==> src/rtl/imm_extend_pipe_pkg.sv <==
// Shared types for the pipelined immediate extender: immediate kinds, skid states,
// RISC-V opcode constants and the opcode-to-immediate-type decoder.
package imm_pkg;

    typedef enum logic [2:0] {
        IMM_I    = 3'b000,
        IMM_S    = 3'b001,
        IMM_B    = 3'b010,
        IMM_J    = 3'b011,
        IMM_U    = 3'b100,
        IMM_AUTO = 3'b111
    } imm_type_e;

    typedef enum logic [1:0] {
        ST_EMPTY = 2'd0,
        ST_ONE   = 2'd1,
        ST_TWO   = 2'd2
    } skid_state_e;

    localparam logic [6:0] OP_IMM    = 7'b0010011;
    localparam logic [6:0] OP_LOAD   = 7'b0000011;
    localparam logic [6:0] OP_JALR   = 7'b1100111;
    localparam logic [6:0] OP_IMM_32 = 7'b0011011;
    localparam logic [6:0] OP_SYSTEM = 7'b1110011;
    localparam logic [6:0] OP_STORE  = 7'b0100011;
    localparam logic [6:0] OP_BRANCH = 7'b1100011;
    localparam logic [6:0] OP_JAL    = 7'b1101111;
    localparam logic [6:0] OP_LUI    = 7'b0110111;
    localparam logic [6:0] OP_AUIPC  = 7'b0010111;

    typedef struct packed {
        imm_type_e typ;
        logic      illegal;
    } imm_res_t;

    function automatic imm_res_t decode_opcode(input logic [6:0] op);
        imm_res_t r;
        r.typ     = IMM_I;
        r.illegal = 1'b0;
        case (op)
            OP_IMM, OP_LOAD, OP_JALR, OP_IMM_32, OP_SYSTEM: r.typ = IMM_I;
            OP_STORE:         r.typ = IMM_S;
            OP_BRANCH:        r.typ = IMM_B;
            OP_JAL:           r.typ = IMM_J;
            OP_LUI, OP_AUIPC: r.typ = IMM_U;
            default:          r.illegal = 1'b1;
        endcase
        return r;
    endfunction

endpackage

==> src/rtl/imm_extend_pipe_if.sv <==
// Bus between IF/ID, the immediate extender and ID/EX. Optional BTFN_PREDICT_EN adds
// the static-prediction fields carried with each entry.
interface imm_extend_pipe_if #(
    parameter int XLEN = 32
);
    // Both sides use valid/ready: a transfer happens on a rising clk edge where
    // valid & ready are high; valid and payload must stay stable until then.
    logic            in_valid;
    logic            in_ready;
    logic [31:0]     Instr;
    logic [XLEN-1:0] PC;
    logic [2:0]      ImmSrc;
    logic            Flush;
    logic            out_valid;
    logic            out_ready;
    logic [XLEN-1:0] ImmExtend;
    logic [2:0]      ImmType;
    logic            IllegalImm;
    logic [XLEN-1:0] PCOut;
`ifdef BTFN_PREDICT_EN
    logic            PredTaken;
    logic [XLEN-1:0] PredTarget;
`endif
    logic [1:0]      dbg_state;

    modport master (
        output in_valid, Instr, PC, ImmSrc, Flush, out_ready,
        input  in_ready, out_valid, ImmExtend, ImmType, IllegalImm, PCOut,
`ifdef BTFN_PREDICT_EN
        input  PredTaken, PredTarget,
`endif
        input  dbg_state
    );

    modport slave (
        input  in_valid, Instr, PC, ImmSrc, Flush, out_ready,
        output in_ready, out_valid, ImmExtend, ImmType, IllegalImm, PCOut,
`ifdef BTFN_PREDICT_EN
        output PredTaken, PredTarget,
`endif
        output dbg_state
    );

endinterface

==> src/rtl/imm_extend_pipe_extract.sv <==
// Combinational immediate-type resolution and extraction; illegal selections
// yield a zero immediate with type I.
module imm_extract
    import imm_pkg::*;
#(
    parameter int XLEN        = 32,
    parameter bit AUTO_DECODE = 1'b1
) (
    input  logic [31:0]     instr_i,
    input  logic [2:0]      imm_src_i,
    output logic [XLEN-1:0] imm_o,
    output imm_type_e       typ_o,
    output logic            illegal_o
);

    imm_res_t    res;
    logic [31:0] raw;

    always_comb begin
        res.typ     = IMM_I;
        res.illegal = 1'b0;
        case (imm_src_i)
            3'b000: res.typ = IMM_I;
            3'b001: res.typ = IMM_S;
            3'b010: res.typ = IMM_B;
            3'b011: res.typ = IMM_J;
            3'b100: res.typ = IMM_U;
            3'b111: begin
                if (AUTO_DECODE) res = decode_opcode(instr_i[6:0]);
                else             res.illegal = 1'b1;
            end
            default: res.illegal = 1'b1;
        endcase
    end

    // Every format is first assembled as a signed 32-bit value, then widened.
    always_comb begin
        raw = '0;
        case (res.typ)
            IMM_I:   raw = {{20{instr_i[31]}}, instr_i[31:20]};
            IMM_S:   raw = {{20{instr_i[31]}}, instr_i[31:25], instr_i[11:7]};
            IMM_B:   raw = {{19{instr_i[31]}}, instr_i[31], instr_i[7],
                            instr_i[30:25], instr_i[11:8], 1'b0};
            IMM_J:   raw = {{11{instr_i[31]}}, instr_i[31], instr_i[19:12],
                            instr_i[20], instr_i[30:21], 1'b0};
            IMM_U:   raw = {instr_i[31:12], 12'b0};
            default: raw = '0;
        endcase
    end

    assign imm_o     = res.illegal ? '0 : XLEN'($signed(raw));
    assign typ_o     = res.illegal ? IMM_I : res.typ;
    assign illegal_o = res.illegal;

endmodule

==> src/rtl/imm_extend_pipe.sv <==
// Pipelined immediate extender with a 2-entry skid buffer (output + skid register).
// Define BTFN_PREDICT_EN to add registered backward-taken/forward-not-taken prediction.
module imm_extend_pipe
    import imm_pkg::*;
#(
    parameter int XLEN        = 32,
    parameter bit AUTO_DECODE = 1'b1
) (
    input logic              clk,
    input logic              rst_n,
    imm_extend_pipe_if.slave bus
);

    if (XLEN != 32 && XLEN != 64) begin : g_xlen_check
        $error("imm_extend_pipe: XLEN must be 32 or 64");
    end

    typedef struct packed {
        logic [XLEN-1:0] imm;
        imm_type_e       typ;
        logic            illegal;
        logic [XLEN-1:0] pc;
`ifdef BTFN_PREDICT_EN
        logic            pred_taken;
        logic [XLEN-1:0] pred_target;
`endif
    } entry_t;

    skid_state_e     state_q;
    entry_t          out_q;
    entry_t          skid_q;
    entry_t          entry_d;
    logic [XLEN-1:0] ext_imm;
    imm_type_e       ext_typ;
    logic            ext_illegal;
    logic            in_ready;
    logic            accept;

    imm_extract #(
        .XLEN        (XLEN),
        .AUTO_DECODE (AUTO_DECODE)
    ) u_extract (
        .instr_i   (bus.Instr),
        .imm_src_i (bus.ImmSrc),
        .imm_o     (ext_imm),
        .typ_o     (ext_typ),
        .illegal_o (ext_illegal)
    );

    always_comb begin
        entry_d         = '0;
        entry_d.imm     = ext_imm;
        entry_d.typ     = ext_typ;
        entry_d.illegal = ext_illegal;
        entry_d.pc      = bus.PC;
`ifdef BTFN_PREDICT_EN
        // Backward branches (negative offset) and all jumps predicted taken.
        entry_d.pred_taken  = !ext_illegal &&
                              ((ext_typ == IMM_J) || (ext_typ == IMM_B && ext_imm[XLEN-1]));
        entry_d.pred_target = bus.PC + ext_imm;
`endif
    end

    // in_ready comes only from registered state, so no out_ready -> in_ready path.
    assign in_ready = (state_q != ST_TWO);
    assign accept   = bus.in_valid & in_ready;

    always_ff @(posedge clk or negedge rst_n) begin
        if (!rst_n) begin
            state_q <= ST_EMPTY;
            out_q   <= '0;
            skid_q  <= '0;
        end else if (bus.Flush) begin
            state_q <= ST_EMPTY;
        end else begin
            case (state_q)
                ST_EMPTY: begin
                    if (accept) begin
                        out_q   <= entry_d;
                        state_q <= ST_ONE;
                    end
                end
                ST_ONE: begin
                    if (accept && !bus.out_ready) begin
                        skid_q  <= entry_d;
                        state_q <= ST_TWO;
                    end else if (accept) begin
                        out_q   <= entry_d;
                    end else if (bus.out_ready) begin
                        state_q <= ST_EMPTY;
                    end
                end
                ST_TWO: begin
                    if (bus.out_ready) begin
                        out_q   <= skid_q;
                        state_q <= ST_ONE;
                    end
                end
                default: state_q <= ST_EMPTY;
            endcase
        end
    end

    assign bus.in_ready   = in_ready;
    assign bus.out_valid  = (state_q != ST_EMPTY);
    assign bus.ImmExtend  = out_q.imm;
    assign bus.ImmType    = out_q.typ;
    assign bus.IllegalImm = out_q.illegal;
    assign bus.PCOut      = out_q.pc;
`ifdef BTFN_PREDICT_EN
    assign bus.PredTaken  = out_q.pred_taken;
    assign bus.PredTarget = out_q.pred_target;
`endif
    assign bus.dbg_state  = state_q;

endmodule
==> src/flat_wrapper.sv <==
// flat-port wrapper written by rule: the top's interface ports become plain ports
module imm_extend_pipe_flat import imm_pkg::*;
#(
    parameter int XLEN        = 32,
    parameter bit AUTO_DECODE = 1'b1
)
  (clk, rst_n, bus_in_valid, bus_Instr, bus_PC, bus_ImmSrc, bus_Flush, bus_out_ready, bus_in_ready, bus_out_valid, bus_ImmExtend, bus_ImmType, bus_IllegalImm, bus_PCOut, bus_dbg_state);
  imm_extend_pipe_if #(.XLEN(XLEN)) bus_i ();
  input logic clk;
  input logic rst_n;
  input wire logic [$bits(bus_i.in_valid)-1:0] bus_in_valid;
  input wire logic [$bits(bus_i.Instr)-1:0] bus_Instr;
  input wire logic [$bits(bus_i.PC)-1:0] bus_PC;
  input wire logic [$bits(bus_i.ImmSrc)-1:0] bus_ImmSrc;
  input wire logic [$bits(bus_i.Flush)-1:0] bus_Flush;
  input wire logic [$bits(bus_i.out_ready)-1:0] bus_out_ready;
  output wire logic [$bits(bus_i.in_ready)-1:0] bus_in_ready;
  output wire logic [$bits(bus_i.out_valid)-1:0] bus_out_valid;
  output wire logic [$bits(bus_i.ImmExtend)-1:0] bus_ImmExtend;
  output wire logic [$bits(bus_i.ImmType)-1:0] bus_ImmType;
  output wire logic [$bits(bus_i.IllegalImm)-1:0] bus_IllegalImm;
  output wire logic [$bits(bus_i.PCOut)-1:0] bus_PCOut;
  output wire logic [$bits(bus_i.dbg_state)-1:0] bus_dbg_state;
  assign bus_i.in_valid = bus_in_valid;
  assign bus_i.Instr = bus_Instr;
  assign bus_i.PC = bus_PC;
  assign bus_i.ImmSrc = bus_ImmSrc;
  assign bus_i.Flush = bus_Flush;
  assign bus_i.out_ready = bus_out_ready;
  assign bus_in_ready = bus_i.in_ready;
  assign bus_out_valid = bus_i.out_valid;
  assign bus_ImmExtend = bus_i.ImmExtend;
  assign bus_ImmType = bus_i.ImmType;
  assign bus_IllegalImm = bus_i.IllegalImm;
  assign bus_PCOut = bus_i.PCOut;
  assign bus_dbg_state = bus_i.dbg_state;
  imm_extend_pipe #(.XLEN(XLEN), .AUTO_DECODE(AUTO_DECODE)) u_core (.clk(clk), .rst_n(rst_n), .bus(bus_i));
endmodule
==> config.mk <==
export PLATFORM = sky130hd
export DESIGN_NAME = imm_extend_pipe_flat
export DESIGN_NICKNAME = d
export VERILOG_FILES = /design/src/rtl/imm_extend_pipe_pkg.sv /design/src/rtl/imm_extend_pipe_if.sv /design/src/rtl/imm_extend_pipe_extract.sv /design/src/rtl/imm_extend_pipe.sv /design/src/flat_wrapper.sv
export SDC_FILE = /design/constraint.sdc
export NUM_CORES = 1
export LEC_CHECK = 0
export CORE_UTILIZATION = 30
export DETAILED_ROUTE_END_ITERATION = 16
export GPL_TIMING_DRIVEN = 0
export PLACE_DENSITY_LB_ADDON = 0.08
export REMOVE_ABC_BUFFERS = 1
export SKIP_LAST_GASP = 1
export SYNTH_ARGS = -nofsm -noshare
export SYNTH_HDL_FRONTEND = slang
export SYNTH_SLANG_ARGS = --single-unit
export TNS_END_PERCENT = 10
==> constraint.sdc <==
create_clock -name clk -period 2.25 [get_ports clk]
set_input_delay 0.675 -clock clk [delete_from_list [all_inputs] [get_ports clk]]
set_output_delay 0.675 -clock clk [all_outputs]
set_load 0.005 [all_outputs]
Word level (Yosys, flattened, before mapping) --
Cells that the tools add are included.
Cells by class: bitwise gates (word level) 2, eq/ne operators 28, reduce and logical (&&, ||, !) cells 13, muxes and demuxes 18
Operator list (count):
- $mux W68 | 3
- $pmux W68 S3 | 1
- $pmux W32 S5 | 1
- $mux W32 | 1
- $eq A7 B7 Y1 const B | 4
- $eq A7 B5 Y1 const B | 3
- $pmux W3 S5 | 1
- $eq A7 B6 Y1 const B | 2
- $eq A3 B2 Y1 const B | 4
- $mux W2 | 6
- $pmux W3 S4 | 1
- $reduce_or A10 Y1 | 1
- $eq A3 B3 Y1 const B | 3
- $reduce_and A4 Y1 | 2
- $eq A7 B2 Y1 const B | 1
- $eq A3 B1 Y1 const B | 2
- $logic_not A3 Y1 | 2
- $ne A2 B2 Y1 const B | 3
- $pmux W2 S3 | 1
- $reduce_or A5 Y1 | 1
- $ne A4 B3 Y1 const B | 1
- $ne A4 B4 Y1 const B | 1
- $mux W3 | 1
- $ne A3 B2 Y1 const B | 1
- other kinds (14) | 14
Storage, ports and cells: input bits 72, bits in registers 138

Logic depth before layout (Yosys ltp) --
Gate-level depths: netlist (run 1).
depth in word-level cells 10, gate-level depth with buffers 8, mapped depth without buffers 6

By module --
Synthesis (run 1) repeated with hierarchy kept, for this count alone.
Second synthesis, totals: cell total of the unflattened synthesis 620, area total of the unflattened synthesis 6726.5 sq um
By module, submodules not included:
- imm_extend_pipe | area an instance 6038.3 sq um, cells each 523, instances 1, seq. area each 3453.3 sq um
- imm_extract | area an instance 688.2 sq um, cells each 97, instances 1, seq. area each 0.0 sq um

Worst setup path before layout (run 1) --
Ideal clock, no wire load.
kind input to register, start in bus_Instr[3], end reg u_core.out_q (netlist bit u_core.bus.ImmExtend[18]), library setup time 0.126 ns, stages on the path 7, slack -0.097 ns, data arrival time 2.221 ns, path buffers 1, cells stage by stage or3_1 nand2_2 a32oi_4 o21a_1 buf_6 a31o_4 o32a_1
Between the ends: longest elaborated chain between the ends 10
RTL lines:
- start: declaration | RTL line flat_wrapper.sv:12 | input wire logic [$bits(bus_i.Instr)-1:0] bus_Instr;
- $eq A7 B6 Y1 / $eq A7 B5 Y1 (equally long branches) | RTL line imm_extend_pipe_pkg.sv:40 | case (op)
- $reduce_or A2 Y1
- $pmux W3 S4 | RTL line imm_extend_pipe_pkg.sv:40
- $pmux W3 S5 | RTL line imm_extend_pipe_extract.sv:22 | case (imm_src_i)
- $eq A3 B3 Y1, or another cell as far along | RTL line imm_extend_pipe_extract.sv:39 | case (res.typ)
- $pmux W32 S5 | RTL line imm_extend_pipe_extract.sv:39
- $mux W32 (*) | RTL line imm_extend_pipe_extract.sv:51 | assign imm_o = res.illegal ? '0 : XLEN'($signed(raw));
- $mux W68 (*) | RTL line imm_extend_pipe.sv:78, imm_extend_pipe.sv:87
- $mux W68 | RTL line imm_extend_pipe.sv:84 | if (accept && !bus.out_ready) begin
- $pmux W68 S3 (*) | RTL line imm_extend_pipe.sv:76 | case (state_q)
- end signal: assignment | RTL line imm_extend_pipe.sv:79 | out_q <= entry_d;
- end signal: assignment | RTL line imm_extend_pipe.sv:88 | out_q <= entry_d;
- end signal: assignment | RTL line imm_extend_pipe.sv:95 | out_q <= skid_q;
- end: declaration | RTL line imm_extend_pipe.sv:30 | entry_t out_q;
Every way passes the cells marked *; elsewhere a longest branch is shown, timed or not. The select of a mux whose other input is x is not followed. A chain may end at the register's enable or synchronous reset.

Worst setup path in the final report (run 1) --
start in bus_Instr[2], end reg u_core.out_q (netlist bit u_core.bus.ImmExtend[18])
Same word-level chain as after synthesis.

==> impl_metrics.tcl, run 1 <==
set metrics [dict create \
    run_status "finished with violations" \
    violations "setup timing" \
    clockBufferDepth 2 \
    gp_congestion 0.782 \
    yosys.area.top_type_share 0.546 \
    crit_chain "dlygate4sd2_1 > or3_1 > nand2_2 > a32oi_4 > o21a_4 > a31o_4 > o32a_1" \
    place_hpwl_um 11500 \
    clk_latency_ns 0.42 \
    fin_crit_ns 2.29 \
    die_h_um 147 \
    p_leak_nw 4.09 \
    grt_pass1_wl_um 31500 \
    final_cell_area_um2 9290 \
    track_usage 0.190 \
    cp-start-kind "input port" \
    max_slew_margin 0.439 \
    ff2ff_setup_slack_ns 0.14 \
    cts-htree-levels 4 \
    yosysTopAreaCell "dfrtp_1" \
    rsz0062_at_grt "yes" \
    vias 5812 \
    synth_common_cells "nand2_1, dfrtp_1, nor2_1" \
    synth_cells 712 \
    crit_fanout 8 \
    synth_enable_flop_cells 0 \
    vias_per_cell 5.06 \
    end_kind "flip-flop" \
    nNetsFinal 938 \
    coreArea_um2 20400 \
    fin_crit_sh 1.02 \
    worstSetupPathType "input port to flip-flop" \
    slew_violations 0 \
    ys_top_cells_by_area "dfrtp_1, nand2_1, a31oi_1" \
    drtIter0Drc 270 \
    fin_skew_ns 0.00676 \
    finalSetupViolCount 11 \
    clock_sinks 138 \
    crit_slowest_cell "or3_1" \
    place_area_um2 8150 \
    yosysMostFrequentCell "nand2_1" \
    grt_pass1_vias 5663 \
    seq_power_share 0.410 \
    port_buffers 143 \
    pwr-share-comb 0.198 \
    worstHoldPathType "input port to async pin" \
    syn2layout_area_growth_pct 46.7 \
    p_switching_mw 2.06 \
    worst_slew_pin_slew_ns 0.842 \
    fillers 1946 \
    n_antenna_cell 0 \
    hold_violations 0 \
    powerDensity_nw_per_um2 856 \
    async_flop_share 1.00 \
    ys_ff_latch 138 \
    antenna_found_initial 2 \
    place_inst 1084 \
    rr_startpoint "u_core.bus.dbg_state[0]" \
    wl_um 20700 \
    start_util 0.310 \
    required_ns 2.55 \
    yosysWarnings 0 \
    path_buf_inv 1 \
    path_delay_family "compound AO/OA/AOI/OAI gates" \
    hold_buffers 0 \
    syn_avg_cell_area_um2 8.89 \
    fin_cells 1149 \
    grt_overflow 0 \
    drive_gt1_frac 0.124 \
    synth_area_um2 6330 \
    clk_pin_slew_ns 0.06 \
    ios 144 \
    ys.flop_type "dfrtp_1" \
    power_frac_clock 0.392 \
    grt_max_degree 87 \
    drt_pre_antenna_iters 5 \
    arrival_ns 2.59 \
    final.setup.worst_slack_ns -0.0379 \
    switching_share 0.259 \
    ant_nets 0 \
    num_rows 52 \
    r2r_end "u_core.bus.ImmExtend[18]" \
    rr_worst_depth 5 \
    dieArea_um2 21700 \
    yosysSeqAreaShare 0.546 \
    synth.distinct_cells 45 \
    peakVddDrop_uv 468 \
    p_int_mw 5.89 \
    max_freq_mhz 437 \
    routedWlPerCell_um 18.0 \
    numCtsBuffers 17 \
    maxCapViolCount 0 \
    die_x_um 147 \
    tritoncts "built" \
    root_buffer "clkbuf_16" \
    critPathMaxStageDelay_ns 0.41 \
    drc 0 \
]
[logic make-up after synthesis]
| kind of cell | synth area share |
|---|---|
| buffers and inverters | 0.0362 |
| flip-flops | 0.546 |
| AO/OA/AOI/OAI | 0.179 |
| multiplexers | 0.00316 |
| AND/OR/NAND/NOR | 0.234 |
| XOR/XNOR | 0.00277 |
[final cells by class]
| class | count | area [um2] | share of cell area |
|---|---|---|---|
| well taps | 270 | 338 | 0.0364 |
| inverters | 5 | 35.0 | 0.00377 |
| clock buffers | 21 | 460 | 0.0496 |
| repair buffers | 181 | 1920 | 0.207 |
| clock inverters | 11 | 193 | 0.0208 |
| flip-flops and latches | 138 | 3460 | 0.372 |
| multi-input cells | 523 | 2880 | 0.310 |
[what timing repair did]
item                                    CTS  global route
endpoints found under the setup margin  104            60
buffers inserted                         16             9
pin swaps                                 8             5
resized for setup                        48             7
gates cloned                              5             3
[through the flow]
stage	utilization	power (mW)	hold slack (ns)	setup TNS (ns)	worst slack (ns)
global route	0.454	8.39	0.391	-0.849	-0.0735
CTS	0.449	8.01	0.371	-0.0462	-0.0169
finish	0.454	7.95	0.336	-0.273	-0.0379
floorplan	-	3.88	0.379	-244.32	-3.15
detailed placement	0.399	4.79	0.460	-102.66	-1.55
global placement	0.386	4.73	0.450	-1449.16	-8.20
[worst max path at each step]
| stage | start | to | slack [ns] | cells after the start |
|---|---|---|---|---|
| after floorplan | u_core.bus.dbg_state[1] | u_core.bus.ImmExtend[12] | -3.15 | 4 |
| after global placement | u_core.bus.dbg_state[1] | bus_in_ready | -8.20 | 3 |
| after detailed placement | bus_Instr[4] | u_core.bus.ImmExtend[18] | -1.55 | 7 |
| after CTS | u_core.bus.dbg_state[0] | bus_in_ready | -0.02 | 5 |
| after global routing | u_core.bus.dbg_state[0] | bus_in_ready | -0.07 | 5 |
| final | bus_Instr[2] | u_core.bus.ImmExtend[18] | -0.04 | 7 |
[routing by layer]
layer  GRT usage  vias to the layer above  share of wire
met5           0                        -              0
met4      0.0608                        0          0.017
met3      0.0503                       25          0.055
met2       0.300                      177           0.47
met1       0.254                     2828           0.46
li1            -                     2782              -
[power groups by stage]
| stage | Sequential [mW] | Combinational [mW] | Clock (mW) |
|---|---|---|---|
| floorplan | 3.27 | 0.608 | 0 |
| global placement | 3.29 | 1.45 | 0 |
| detailed placement | 3.30 | 1.49 | 0 |
| CTS | 3.26 | 1.57 | 3.19 |
| global route | 3.32 | 1.73 | 3.34 |
| finish | 3.26 | 1.57 | 3.12 |
[cells in the final DEF (no fill, tap or decap), drive strengths merged, types with 12 or more instances in the layout]
master / Yosys / final
nand2: 232 / 232
dfrtp: 138 / 138
clkdlybuf4s50: 0 / 132
nor2: 45 / 45
a21oi: 38 / 38
o21ai: 37 / 37
buf: 9 / 36
a31oi: 34 / 34
clkbuf: 43 / 22
and2: 16 / 16
a211oi: 12 / 12
[state kept, by name, indices dropped and copies added (netlist names)]
signal                 cells
u_core.bus.IllegalImm      1
u_core.bus.ImmExtend      32
u_core.bus.dbg_state       2
u_core.bus.ImmType         3
u_core.bus.PCOut          32
u_core.skid_q             68
No activity file was read; power rests on OpenSTA's default activity.
==> run 2, diff against run 1 <==
- CAP_MARGIN: not set -> 15
- CORE_UTILIZATION: 30 -> 48
- CTS_CLUSTER_SIZE: not set -> 28
==> run 2 against run 1 <==
The flow now finishes without violations. Count of clock-buffer cells in the layout unchanged. Total power decreased by 3.5%. Sequential cell count unchanged. Critical endpoint is now u_core.bus.ImmExtend[17].
==> impl_metrics.tcl, run 2 (synthesized netlist as in run 1, its figures left out) <==
set metrics [dict create \
    multiInputGateArea_um2 2850 \
    tns_ns 0 \
    die_x_um 117 \
    max_slew_margin 0.575 \
    root_buffer "clkbuf_16" \
    arrival_ns 2.53 \
    hold_violations 0 \
    finalSetupViolCount 0 \
    antenna_found_initial 0 \
    seqCellArea_um2 3460 \
    fin_crit_sh 0.996 \
    die_h_um 117 \
    coreArea_um2 12700 \
    num_rows 41 \
    routedWlPerCell_um 17.2 \
    vias_per_cell 5.68 \
    max_freq_mhz 446 \
    clockBufferDepth 2 \
    place_area_um2 8030 \
    start_util 0.498 \
    fillers 1007 \
    drt_pre_antenna_iters 5 \
    nNetsFinal 928 \
    clk_latency_ns 0.41 \
    rsz0062_at_grt "yes" \
    end_kind "flip-flop" \
    track_usage 0.270 \
    regMostFlops "u_core.skid_q" \
    powerDensity_nw_per_um2 852 \
    crit_fanout 8 \
    drc 0 \
    drtIter0Drc 482 \
    final_cell_mix "nand2_1, dfrtp_1, clkdlybuf4s50_1" \
    run_status "completed" \
    required_ns 2.54 \
    worst_slew_pin_slew_ns 0.637 \
    syn2layout_area_growth_pct 42.3 \
    p_leak_nw 4.00 \
    numCtsBuffers 17 \
    cts-htree-levels 4 \
    grt_pass1_vias 5622 \
    final_cell_area_um2 9010 \
    whs_ns 0.186 \
    drive_gt1_frac 0.114 \
    port_buffers 143 \
    place_hpwl_um 10600 \
    final_util 0.708 \
    ios 144 \
    slew_violations 0 \
    grt_pass1_wl_um 28000 \
    dieArea_um2 13700 \
    gp_congestion 0.858 \
    worstSetupPathType "input port to flip-flop" \
    worstHoldPathType "input port to async pin" \
    vias 5908 \
    peakVddDrop_uv 483 \
    totalPowerFinal_mw 7.67 \
    clk_pin_slew_ns 0.06 \
    cp-start-kind "input port" \
    ant_nets 0 \
    maxCapViolCount 0 \
    largest_reg_flops 68 \
    grt_overflow 0 \
    grt_max_degree 93 \
    tritoncts "built" \
    wl_um 18000 \
    fin_crit_ns 2.24 \
    final_common_cell "nand2_1" \
    fin_skew_ns 0.00479 \
    clock_sinks 138 \
    n_antenna_cell 0 \
]
-- run 2: cell types whose count changed in the layout (fill, tap and decap cells not counted), sizes merged --
cell      before  now
a21oi         38   39
bufinv         5    3
buf           36   27
clkbuf        22   23
clkinvlp       2    4
nand3          5    4
or3            9    8
and3           8    7
-- run 2: worst paths after layout --
kind                                         start                       end  slack, ns  cells past startpoint
setup / recovery                      bus_Instr[2]  u_core.bus.ImmExtend[17]      0.008                      7
hold / removal                               rst_n          u_core.skid_q[6]       0.19                      1
setup reg to reg           u_core.bus.dbg_state[0]  u_core.bus.ImmExtend[17]       0.19                      6
hold reg to reg                  u_core.skid_q[46]         u_core.skid_q[46]       0.47                      2
max in group asynchronous                    rst_n   u_core.bus.dbg_state[0]       1.25                      2
min in group clk                 u_core.skid_q[46]         u_core.skid_q[46]       0.47                      2
-- run 2: worst max-delay path, cell delays in order --
cell,delay (ns)
dlygate4sd2_1,0.33
or3_1,0.39
nand2_2,0.09
a32oi_4,0.18
o21a_4,0.25
a31o_4,0.27
o32a_1,0.35
-- run 2: cell type report --
type                       count  area share
inverter                       5     0.00389
timing repair buffer         173       0.204
sequential                   138       0.384
clock inverter                11      0.0160
multi-input combinational    521       0.316
tap                          172      0.0239
clock buffer                  21      0.0522
-- run 2: through the flow --
stage	setup WS (ns)	std cells
floorplan	-3.15	660
global placement	-7.35	975
detailed placement	-1.42	986
CTS	-0.109	1035
global route	-0.0643	1041
finish	0.00806	1041
-- run 2: repair_timing --
item / in CTS / in global routing
endpoints found under the setup margin: 103 / 54
gates resized for setup: 45 / 10
buffers inserted: 11 / 6
hold buffers: 0 / 0
gates cloned: 6 / 2
pin swaps: 7 / 4
-- run 2: metal layers --
metal  wire [um]  track usage
met1        7760        0.341
met5           0            0
met2        8620        0.452
met4         508        0.116
met3        1070       0.0546
-- run 2: report_power, final --
group / internal [mW] / switching (mW) / leakage (nW)
combinational: 0.861 / 0.682 / 2.02
clock: 1.83 / 1.04 / 0.291
sequential: 2.99 / 0.269 / 1.69
total: 5.68 / 1.99 / 4.00
==> run 3, diff against run 2 <==
- CORE_UTILIZATION: 48 -> 46
==> run 3 against run 2 <==
The run now ends with setup timing left. Maximum frequency down 0.40%. First-iteration DRC count is 2.9% higher. Clock skew is 0.0011 ns higher. Largest power group unchanged. Highest routed layer unchanged. Worst hold slack improved by 0.011 ns. Sequential cell count did not move. Critical path depth shrank 1. Non-clock buffer count up 3. Register-to-register slack improved by 0.09 ns. Clock power up 4%. Critical path type unchanged. Setup slack lost 0.0089 ns. Utilization fell by 2.7 points.
==> impl_metrics.tcl, run 3 (synthesized netlist as in run 1, its figures left out) <==
set metrics [dict create \
    run_status "finished with violations" \
    violations "setup timing" \
    gp_congestion 0.835 \
    final.setup.worst_slack_ns -0.000854 \
    drc 0 \
    globalRouteMet3Util 0.0599 \
    ff2ff_setup_slack_ns 0.28 \
    worstHoldPathType "input port to async pin" \
    track_usage 0.263 \
    regMostFlops "u_core.skid_q" \
    max_freq_mhz 444 \
    final_cell_mix "nand2_1, dfrtp_1, clkdlybuf4s50_1" \
    crit_slowest_cell "clkdlybuf4s50_1" \
    start_util 0.474 \
    numCtsBuffers 17 \
    required_ns 2.55 \
    fin_skew_ns 0.00592 \
    root_buffer "clkbuf_16" \
    drtIter0Drc 496 \
    routedWlPerCell_um 17.4 \
    clockBufferDepth 2 \
    fin_crit_ns 2.25 \
    vias_per_cell 5.63 \
    wl_um 18200 \
    grt_overflow 0 \
    clk_latency_ns 0.42 \
    maxCapViolCount 0 \
    crit_chain "clkdlybuf4s50_1 > nand2b_2 > nand2_2 > a21o_4 > a31o_4 > o32a_1" \
    clk_pin_slew_ns 0.06 \
    cp-start-kind "input port" \
    crit_fanout 15 \
    die_h_um 119 \
    pre_cts_ws_ns -1.46 \
    multiInputGateArea_um2 2850 \
    met2_usage 0.443 \
    dieArea_um2 14200 \
    path_delay_family "compound AO/OA/AOI/OAI gates" \
    ant_nets 0 \
    p_leak_nw 4.08 \
    final_common_cell "nand2_1" \
    cts-htree-levels 4 \
    worstSetupPathType "input port to flip-flop" \
    use_met1 0.331 \
    totalPowerFinal_mw 7.80 \
    finalSetupViolCount 1 \
    final_util 0.681 \
    num_rows 42 \
    path_buf_inv 1 \
    slew_violations 0 \
    ios 144 \
    worst_slew_pin_slew_ns 0.697 \
    seqCellArea_um2 3460 \
    peakVddDrop_uv 500 \
    vias 5901 \
    grt_pass1_wl_um 29000 \
    fillers 1091 \
    die_x_um 119 \
    critPathMaxStageDelay_ns 0.55 \
    syn2layout_area_growth_pct 43.6 \
    grt.busiest_layer "met2" \
    place_hpwl_um 10500 \
    hold_buffers 0 \
    nNetsFinal 932 \
    fin_crit_sh 1.00 \
    n_antenna_cell 0 \
    drt_pre_antenna_iters 5 \
    grt_pass1_vias 5799 \
    coreArea_um2 13300 \
    max_slew_margin 0.535 \
    antenna_found_initial 0 \
    powerDensity_nw_per_um2 858 \
    grt_max_degree 88 \
    port_buffers 143 \
    hold_violations 0 \
    clock_sinks 138 \
    tritoncts "built" \
    drive_gt1_frac 0.118 \
    largest_reg_flops 68 \
    rsz0062_at_grt "yes" \
    arrival_ns 2.55 \
    end_kind "flip-flop" \
]
## run 3: cell count changes in the layout (fill, tap and decap cells not counted), moves of 3 or more
cell	change
clkinvlp_4	-4
clkbuf_1	+4
buf_12	+4
dlymetal6s2s_1	+3
buf_4	+3
buf_6	-3
## run 3: metal layers
layer | routed length [um] | part of all wire | vias up
li1 | - | - | 2765
met1 | 7890 | 0.43 | 2915
met2 | 8960 | 0.49 | 199
met3 | 1050 | 0.058 | 22
met4 | 300 | 0.016 | 0
met5 | 0 | 0 | -
## run 3: repair_timing
action / in CTS / in global routing
setup buffers: 21 / 0
cloned: 6 / 2
setup endpoints to repair: 91 / 65
pin swaps: 7 / 3
gates resized for setup: 46 / 11
endpoints found under the hold margin: 0 / 0
## run 3: area by class of cell
| class | instances | share of cell area |
|---|---|---|
| inverter | 5 | 0.00385 |
| sequential | 138 | 0.380 |
| clock inverter | 6 | 0.0147 |
| multi-input combinational | 522 | 0.314 |
| timing repair buffer | 176 | 0.208 |
| clock buffer | 26 | 0.0549 |
| tap | 176 | 0.0242 |
## run 3: worst paths after layout
path                            cells past startpoint               startpoint                  endpoint
worst min-delay path                                1                    rst_n         u_core.skid_q[10]
max in group asynchronous                           2                    rst_n         u_core.skid_q[18]
worst max-delay path                                6            bus_out_ready  u_core.bus.ImmExtend[14]
min in group clk                                    2        u_core.skid_q[18]         u_core.skid_q[18]
worst max register to register                      6  u_core.bus.dbg_state[1]  u_core.bus.ImmExtend[14]
worst min register to register                      2        u_core.skid_q[18]         u_core.skid_q[18]
## run 3: through the flow
step | std cells | area, um2 | setup TNS [ns] | hold slack, ns
after global placement | 979 | 7770 | -1325.94 | 0.449
after floorplan | 660 | 6120 | -244.32 | 0.379
after detailed placement | 989 | 7990 | -95.02 | 0.458
final | 1049 | 9090 | -0.000854 | 0.197
after CTS | 1047 | 9030 | -0.803 | 0.202
after global routing | 1049 | 9090 | -0.615 | 0.229
## run 3: power breakdown
part / switching [mW] / internal, mW / total, mW
clock: 1.01 / 1.97 / 2.99
combinational: 0.682 / 0.865 / 1.55
sequential: 0.268 / 2.99 / 3.26
